<file path="config.mk">
export PLATFORM = sky130hd
export DESIGN_NAME = md_pad_reader
export DESIGN_NICKNAME = d
export VERILOG_FILES = /design/src/rtl/md_pad_reader.sv
export SDC_FILE = /design/constraint.sdc
export NUM_CORES = 1
export LEC_CHECK = 0
export ABC_CLOCK_PERIOD_IN_PS = 8100
export CELL_PAD_IN_SITES_DETAIL_PLACEMENT = 1
export CELL_PAD_IN_SITES_GLOBAL_PLACEMENT = 1
export CORE_UTILIZATION = 30
export CTS_CLUSTER_SIZE = 20
export DETAILED_ROUTE_END_ITERATION = 16
export PLACE_DENSITY_LB_ADDON = 0.12
export REMOVE_ABC_BUFFERS = 1
export SLEW_MARGIN = 20
export SYNTH_ARGS = -nofsm -noshare
export SYNTH_HDL_FRONTEND = slang
export SYNTH_SLANG_ARGS = --single-unit
</file>
<file path="constraint.sdc">
create_clock -name clk -period 8.1 [get_ports clk]
set_clock_uncertainty 0.15 [all_clocks]
set_input_delay 2.43 -clock clk [delete_from_list [all_inputs] [get_ports clk]]
set_output_delay 2.43 -clock clk [all_outputs]
set_load 0.005 [all_outputs]
</file>
<file path="src/rtl/md_pad_reader.sv">
// MegaDrive 3/6-button pad poller: drives TH, samples eight phases, decodes buttons.
// Optional MD_PAD_READER_DEBOUNCE_EN: publish only after two identical frames.
module md_pad_reader #(
  parameter int SETTLE_CYC = 200,
  parameter int POLL_CYC   = 107000
) (
  input  logic        clk,
  input  logic        reset,
  input  logic        en,
  input  logic [5:0]  pad_in,
  output logic        th,
  output logic [11:0] buttons,
  output logic        present,
  output logic        six_btn,
  output logic        valid
);

  localparam int PW = (POLL_CYC > 1) ? $clog2(POLL_CYC) : 1;
  localparam int SW = (SETTLE_CYC > 1) ? $clog2(SETTLE_CYC) : 1;
  localparam logic [PW-1:0] POLL_LAST = PW'(POLL_CYC - 1);
  localparam logic [SW-1:0] SET_LAST  = SW'(SETTLE_CYC - 1);

  typedef enum logic [3:0] {
    IDLE = 4'd0,
    PH0  = 4'd1,
    PH1  = 4'd2,
    PH2  = 4'd3,
    PH3  = 4'd4,
    PH4  = 4'd5,
    PH5  = 4'd6,
    PH6  = 4'd7,
    PH7  = 4'd8,
    DONE = 4'd9
  } state_t;

  state_t        state, state_nx;
  logic [PW-1:0] poll_cnt, poll_nx;
  logic [SW-1:0] set_cnt, set_nx;
  logic          th_nx;
  logic          cap;
  logic          upd;
  logic [2:0]    ph_idx;

  logic [5:0]    sync1, sync2;
  logic [5:0]    s0;
  logic [5:2]    s1;
  logic [3:0]    s5;
  logic [3:0]    s6;

  logic [11:0]   dec_btn;
  logic          dec_present;
  logic          dec_six;

  assign ph_idx = 3'(4'(state) - 4'd1);

  // pad pins are asynchronous to clk
  always_ff @(posedge clk or posedge reset) begin
    if (reset) begin
      sync1 <= 6'h3f;
      sync2 <= 6'h3f;
    end else begin
      sync1 <= pad_in;
      sync2 <= sync1;
    end
  end

  always_ff @(posedge clk or posedge reset) begin
    if (reset) begin
      state    <= IDLE;
      poll_cnt <= '0;
      set_cnt  <= '0;
      th       <= 1'b1;
    end else begin
      state    <= state_nx;
      poll_cnt <= poll_nx;
      set_cnt  <= set_nx;
      th       <= th_nx;
    end
  end

  always_comb begin
    state_nx = state;
    poll_nx  = poll_cnt;
    set_nx   = set_cnt;
    th_nx    = th;
    cap      = 1'b0;
    upd      = 1'b0;
    unique case (state)
      IDLE: begin
        th_nx  = 1'b1;
        set_nx = '0;
        if (!en) begin
          poll_nx = '0;
        end else if (poll_cnt == POLL_LAST) begin
          poll_nx  = '0;
          state_nx = PH0;
        end else begin
          poll_nx = poll_cnt + 1'b1;
        end
      end
      DONE: begin
        th_nx    = 1'b1;
        poll_nx  = '0;
        set_nx   = '0;
        state_nx = IDLE;
        upd      = en;
      end
      default: begin
        if (!en) begin
          state_nx = IDLE;
          th_nx    = 1'b1;
          poll_nx  = '0;
          set_nx   = '0;
        end else if (set_cnt == SET_LAST) begin
          cap      = 1'b1;
          set_nx   = '0;
          state_nx = state_t'(4'(state) + 4'd1);
          // next phase is odd (TH low) when the current one is even
          th_nx    = ph_idx[0];
        end else begin
          set_nx = set_cnt + 1'b1;
        end
      end
    endcase
  end

  always_ff @(posedge clk or posedge reset) begin
    if (reset) begin
      s0 <= '0;
      s1 <= '0;
      s5 <= '0;
      s6 <= '0;
    end else if (cap) begin
      unique case (1'b1)
        (ph_idx == 3'd0): s0 <= sync2;
        (ph_idx == 3'd1): s1 <= sync2[5:2];
        (ph_idx == 3'd5): s5 <= sync2[3:0];
        (ph_idx == 3'd6): s6 <= sync2[3:0];
        default: ;
      endcase
    end
  end

  always_comb begin
    dec_present = (s1[3:2] == 2'b00);
    dec_six     = dec_present & (s5 == 4'b0000);
    dec_btn     = {4'b0000, ~s1[5], ~s0[5], ~s0[4], ~s1[4], ~s0[3:0]};
    if (dec_six)
      dec_btn[11:8] = {~s6[0], ~s6[1], ~s6[2], ~s6[3]};
    if (!dec_present)
      dec_btn = '0;
  end

`ifdef MD_PAD_READER_DEBOUNCE_EN
  logic [11:0] prev_btn;
  logic        prev_present;
  logic        prev_six;
  logic        same;

  assign same = (prev_btn == dec_btn) &&
                (prev_present == dec_present) &&
                (prev_six == dec_six);

  always_ff @(posedge clk or posedge reset) begin
    if (reset) begin
      prev_btn     <= '0;
      prev_present <= 1'b0;
      prev_six     <= 1'b0;
      buttons      <= '0;
      present      <= 1'b0;
      six_btn      <= 1'b0;
      valid        <= 1'b0;
    end else begin
      valid <= 1'b0;
      if (upd) begin
        prev_btn     <= dec_btn;
        prev_present <= dec_present;
        prev_six     <= dec_six;
        if (same) begin
          buttons <= dec_btn;
          present <= dec_present;
          six_btn <= dec_six;
          valid   <= 1'b1;
        end
      end
    end
  end
`else
  always_ff @(posedge clk or posedge reset) begin
    if (reset) begin
      buttons <= '0;
      present <= 1'b0;
      six_btn <= 1'b0;
      valid   <= 1'b0;
    end else begin
      valid <= 1'b0;
      if (upd) begin
        buttons <= dec_btn;
        present <= dec_present;
        six_btn <= dec_six;
        valid   <= 1'b1;
      end
    end
  end
`endif

endmodule

</file>
# Word-level counts from Yosys, hierarchy flattened
# Cells that the tools add are included.
# op_classes
reduce_logical,10
n_eq_ne,11
muxes,22
n_addsub,4
bitwise_logic,10
# op_table
cell,n
$mux W17,3
$pmux W17 S2,1
$mux W8,3
$mux W4,5
$add A17 B1 Y17 const B,1
$eq A17 B17 Y1 const B,1
$mux W12,1
$add A8 B1 Y8 const B,1
$eq A8 B8 Y1 const B,1
$logic_not A4 Y1,2
$mux W1,8
$not A1 Y1,8
$pmux W4 S2,1
$reduce_and A2 Y1,4
$eq A3 B3 Y1 const B,2
$add A4 B1 Y4 const B,1
$eq A4 B4 Y1 const B,1
$ne A2 B2 Y1 const B,2
$ne A4 B1 Y1 const B,1
$not A4 Y4,1
$eq A3 B1 Y1 const B,1
$logic_not A3 Y1,1
$ne A3 B1 Y1 const B,1
$ne A3 B2 Y1 const B,1
other kinds (5),5
# word_totals
reg_bits,75
word_cells,71
inputBits,9

# Logic depth before layout (Yosys ltp)
# depth
depth_word,5
mapped_depth,8

# Least setup slack after synthesis
# Ideal clock, no wire load.
# synth_timing
kind,input-to-reg
start,input port en
end,register s0[4]
arrival_time_ns,3.459
setup_time_ns,0.125
slack_ns,4.366
path_stages,4
n_path_buf,0
required_ns,7.825
path_cell_list,o21ai_2 nor4_4 nand3_4 mux2_4
# synth_between
elab_chain_len,3
# synth_rtl
item,line_no,source
start: declaration,9,"input logic en,"
$mux W1,109,if (!en) begin
$mux W1,88,unique case (state)
$reduce_and A2 Y1 (no line),--,
end signal: assignment,135,(ph_idx == 3'd0): s0 <= sync2;
end: declaration,45,logic [5:0] s0;
# No other way between the ends.
# A chain may end at the register's enable or synchronous reset.

# Final worst setup path
# layout_timing
start,input port en
end,register s1[2] (netlist bit)
# layout_between
elab_chain_len,3
# layout_rtl
item,line_no,source
$mux W1,109,
$mux W1,88,
$reduce_and A2 Y1 (no line),--,
end signal: assignment,136,(ph_idx == 3'd1): s1 <= sync2[5:2];
end: declaration,46,logic [5:2] s1;
# No other way between the ends.

==> results.json <==
{
  "min_to": "sync2[4]",
  "max_freq_mhz": 232,
  "cts_resized": 0,
  "first_iter_violations": 85,
  "clockPowerShare_pct": 35.5,
  "synthCells": 283,
  "p_total_uw": 807,
  "drv_slew": 0,
  "setup_viol": 0,
  "firstDrtPassIters": 4,
  "cts.htree.levels": 3,
  "finalNetCount": 329,
  "clock_sinks": 75,
  "avgSynthCellArea_sq_um": 11.6,
  "post-route-min-period_ps": 4320,
  "n_antenna_cell": 0,
  "internal_power_uw": 572,
  "layout.cells.non_filler": 454,
  "slew_headroom_pct": 35.6,
  "syn-cell-area_sq_um": 3270,
  "wl_per_cell_um": 14.5,
  "vias": 2148,
  "ant_nets": 0,
  "register_area_sq_um": 1890,
  "area_growth_pct": 18.1,
  "cts_tree": "built",
  "grt_pass1_vias": 2217,
  "cp_cell_sequence": "clkdlybuf4s50_1 -> o21ai_2 -> nor4_4 -> nand3_2 -> mux2_1",
  "clkTransAtPathRegs_ps": 80,
  "insertion_delay_ps": 350,
  "dpl.hpwl_um": 4400,
  "tightest_slew_ps": 965,
  "post_cts_buffers": 0,
  "run_status": "finished, final reports clean",
  "cp_max_fo": 15,
  "grt_usage_pct": 13.2,
  "yosysTopAreaCell": "dfrtp_1",
  "crit_required_ps": 8190,
  "rsz0062_at_grt": "false",
  "synth_flop_cell": "dfrtp_1",
  "cts_buffers": 9,
  "initial_core_util_pct": 31.3,
  "fillers": 1169,
  "drt_wl_total_um": 6600,
  "p_sw_uw": 235,
  "slowest_delay_ps": 590,
  "rr_startpoint": "state[0]",
  "die_area_sq_um": 11300,
  "vdd_drop_max_mv": 0.0838,
  "hold_buffers": 0,
  "hold_depth": 0,
  "crit_type": "primary input to flop",
  "hold_violations": 0,
  "io_buffers": 24,
  "ys_seq_area_share_pct": 57.9,
  "synth_top_area_share_pct": 47.4,
  "layout-drive-gt1-share_pct": 14.8,
  "cp_slowest_cell": "clkdlybuf4s50_1",
  "grt_overflow": 0,
  "powerDensity_nw_per_um2": 209,
  "rr_endpoint": "s1[2]",
  "min-delay-start": "sync1[4]",
  "switching_share_pct": 29.1,
  "holdCritPathClass": "flop to flop",
  "grt_pass1_wl_um": 11500,
  "die_h_um": 106,
  "pin_count": 25,
  "reg2reg_depth": 7,
  "leakagePower_uw": 0.00171,
  "antenna_found_initial": 0,
  "synth_seq_cells": 75,
  "synth.distinct_cells": 47,
  "viasPerCell": 4.73,
  "synth_most_common_cell": "dfrtp_1",
  "finalSetupTns_ps": 0,
  "gp_congestion": 0.730,
  "die_w_um": 106,
  "multi_input_area_sq_um": 1300,
  "place_inst": 438,
  "finalCritPeriodShare_pct": 53.3,
  "worstSetupEndpointType": "flop",
  "synthTopCellsByCount": "dfrtp_1 (62), nand2_1 (30), nor2_1 (22), dfstp_2 (13), inv_1 (13)",
  "seq_power_share_pct": 50.6,
  "coreArea_sq_um": 10500,
  "arrival_ps": 4400,
  "path_delay_family": "simple AND/OR/NAND/NOR gates",
  "reg2reg_slack_ps": 5300,
  "synthArstFlopShare_pct": 100,
  "row_count": 37,
  "crit_buf_inv": 1,
  "timing.critical_path.from": "en",
  "power_frac_comb_pct": 14.0,
  "cap_violations": 0,
  "synth_edf_count": 0,
  "remaining_drc_errors": 0,
  "cts.path.max_buffers": 2,
  "ys_warn_count": 0,
  "clockRootBuffer": "clkbuf_8",
  "grt_max_degree": 76,
  "cp-start-kind": "primary input",
  "netlist_top_cells_area": "dfrtp_1 (47%), dfstp_2 (10%), mux2_1 (4.1%), nand2_1 (3.4%), xor2_1 (2.9%)"
}
## through the flow
| stage | utilization (%) | hold slack [ps] | setup slack, ps | area, sq um |
|---|---|---|---|---|
| 3_5_place_dp | 35.1 | 197 | 3370 | 3670 |
| 2_1_floorplan | - | 195 | 3630 | 3240 |
| 6_report | 36.9 | 208 | 3780 | 3860 |
| 3_3_place_gp | 35.1 | 196 | 3430 | 3670 |
| 5_1_grt | 36.9 | 212 | 3620 | 3860 |
| 4_1_cts | 36.9 | 209 | 3770 | 3860 |
## cell type report
cell class / count / share of cell area (%)
clock buffer: 10 / 3.31
clock inverter: 6 / 1.72
inverter: 13 / 1.26
multi-input combinational: 188 / 33.7
sequential: 75 / 49.0
tap: 136 / 4.41
timing repair buffer: 26 / 6.61
## worst max-delay path by stage
stage | cells after the start | to | slack [ps]
after floorplan | 1 | buttons[0] | 3630
after global placement | 5 | s6[1] | 3430
after detailed placement | 5 | s6[2] | 3370
final | 5 | s1[2] | 3780
after CTS | 5 | s6[2] | 3770
after global routing | 5 | s1[4] | 3620
## cell usage in the layout, fill, tap and decap left out, types with 9 or more instances in the layout
master           count
nand2_1             30
clkbuf_8             9
inv_1               12
clkdlybuf4s50_1     24
dfstp_2             13
a21oi_1              9
xor2_1              11
nor2_1              22
dfrtp_1             62
nand3_1             12
mux2_1              12
## layer usage
| layer | global-route usage, % | share of wire [%] |
|---|---|---|
| met1 | 17.2 | 49 |
| met2 | 20.7 | 47 |
| met3 | 3.31 | 2.8 |
| met4 | 5.58 | 1.5 |
| met5 | 0 | 0 |
## worst reg2reg max path, cell delays in order, from the launching register on
cell	delay, ps
dfrtp_1	490
inv_1	150
ha_1	290
mux2i_1	230
o21ai_2	250
nor4_4	570
nand3_2	210
mux2_1	350
## state kept, by name (all words and copies together) (netlist names), 6 cells and up
signal,flops
s0,6
buttons,12
sync1,6
sync2,6
set_cnt,8
poll_cnt,17
## kinds of logic (layout without fill, tap and decap cells)
| logic type | count (synthesis) | after routing | synth area share, % |
|---|---|---|---|
| AO/OA/AOI/OAI | 41 | 41 | 7.69 |
| XOR/XNOR | 16 | 16 | 4.28 |
| adder cells (fa/ha/maj) | 7 | 7 | 2.68 |
| buffers and inverters | 20 | 55 | 2.37 |
| flip-flops | 75 | 75 | 57.9 |
| multiplexers | 19 | 19 | 7.19 |
| AND/OR/NAND/NOR | 105 | 105 | 17.9 |
## power groups by stage
stage                     registers (uW)  clock network, uW  logic, uW
final                                408                286        113
after global routing                 411                312        129
after CTS                            409                300        115
after detailed placement             416                  0        115
after global placement               416                  0        115
after floorplan                      409                  0       84.3
No activity file was read; power rests on OpenSTA's default activity.
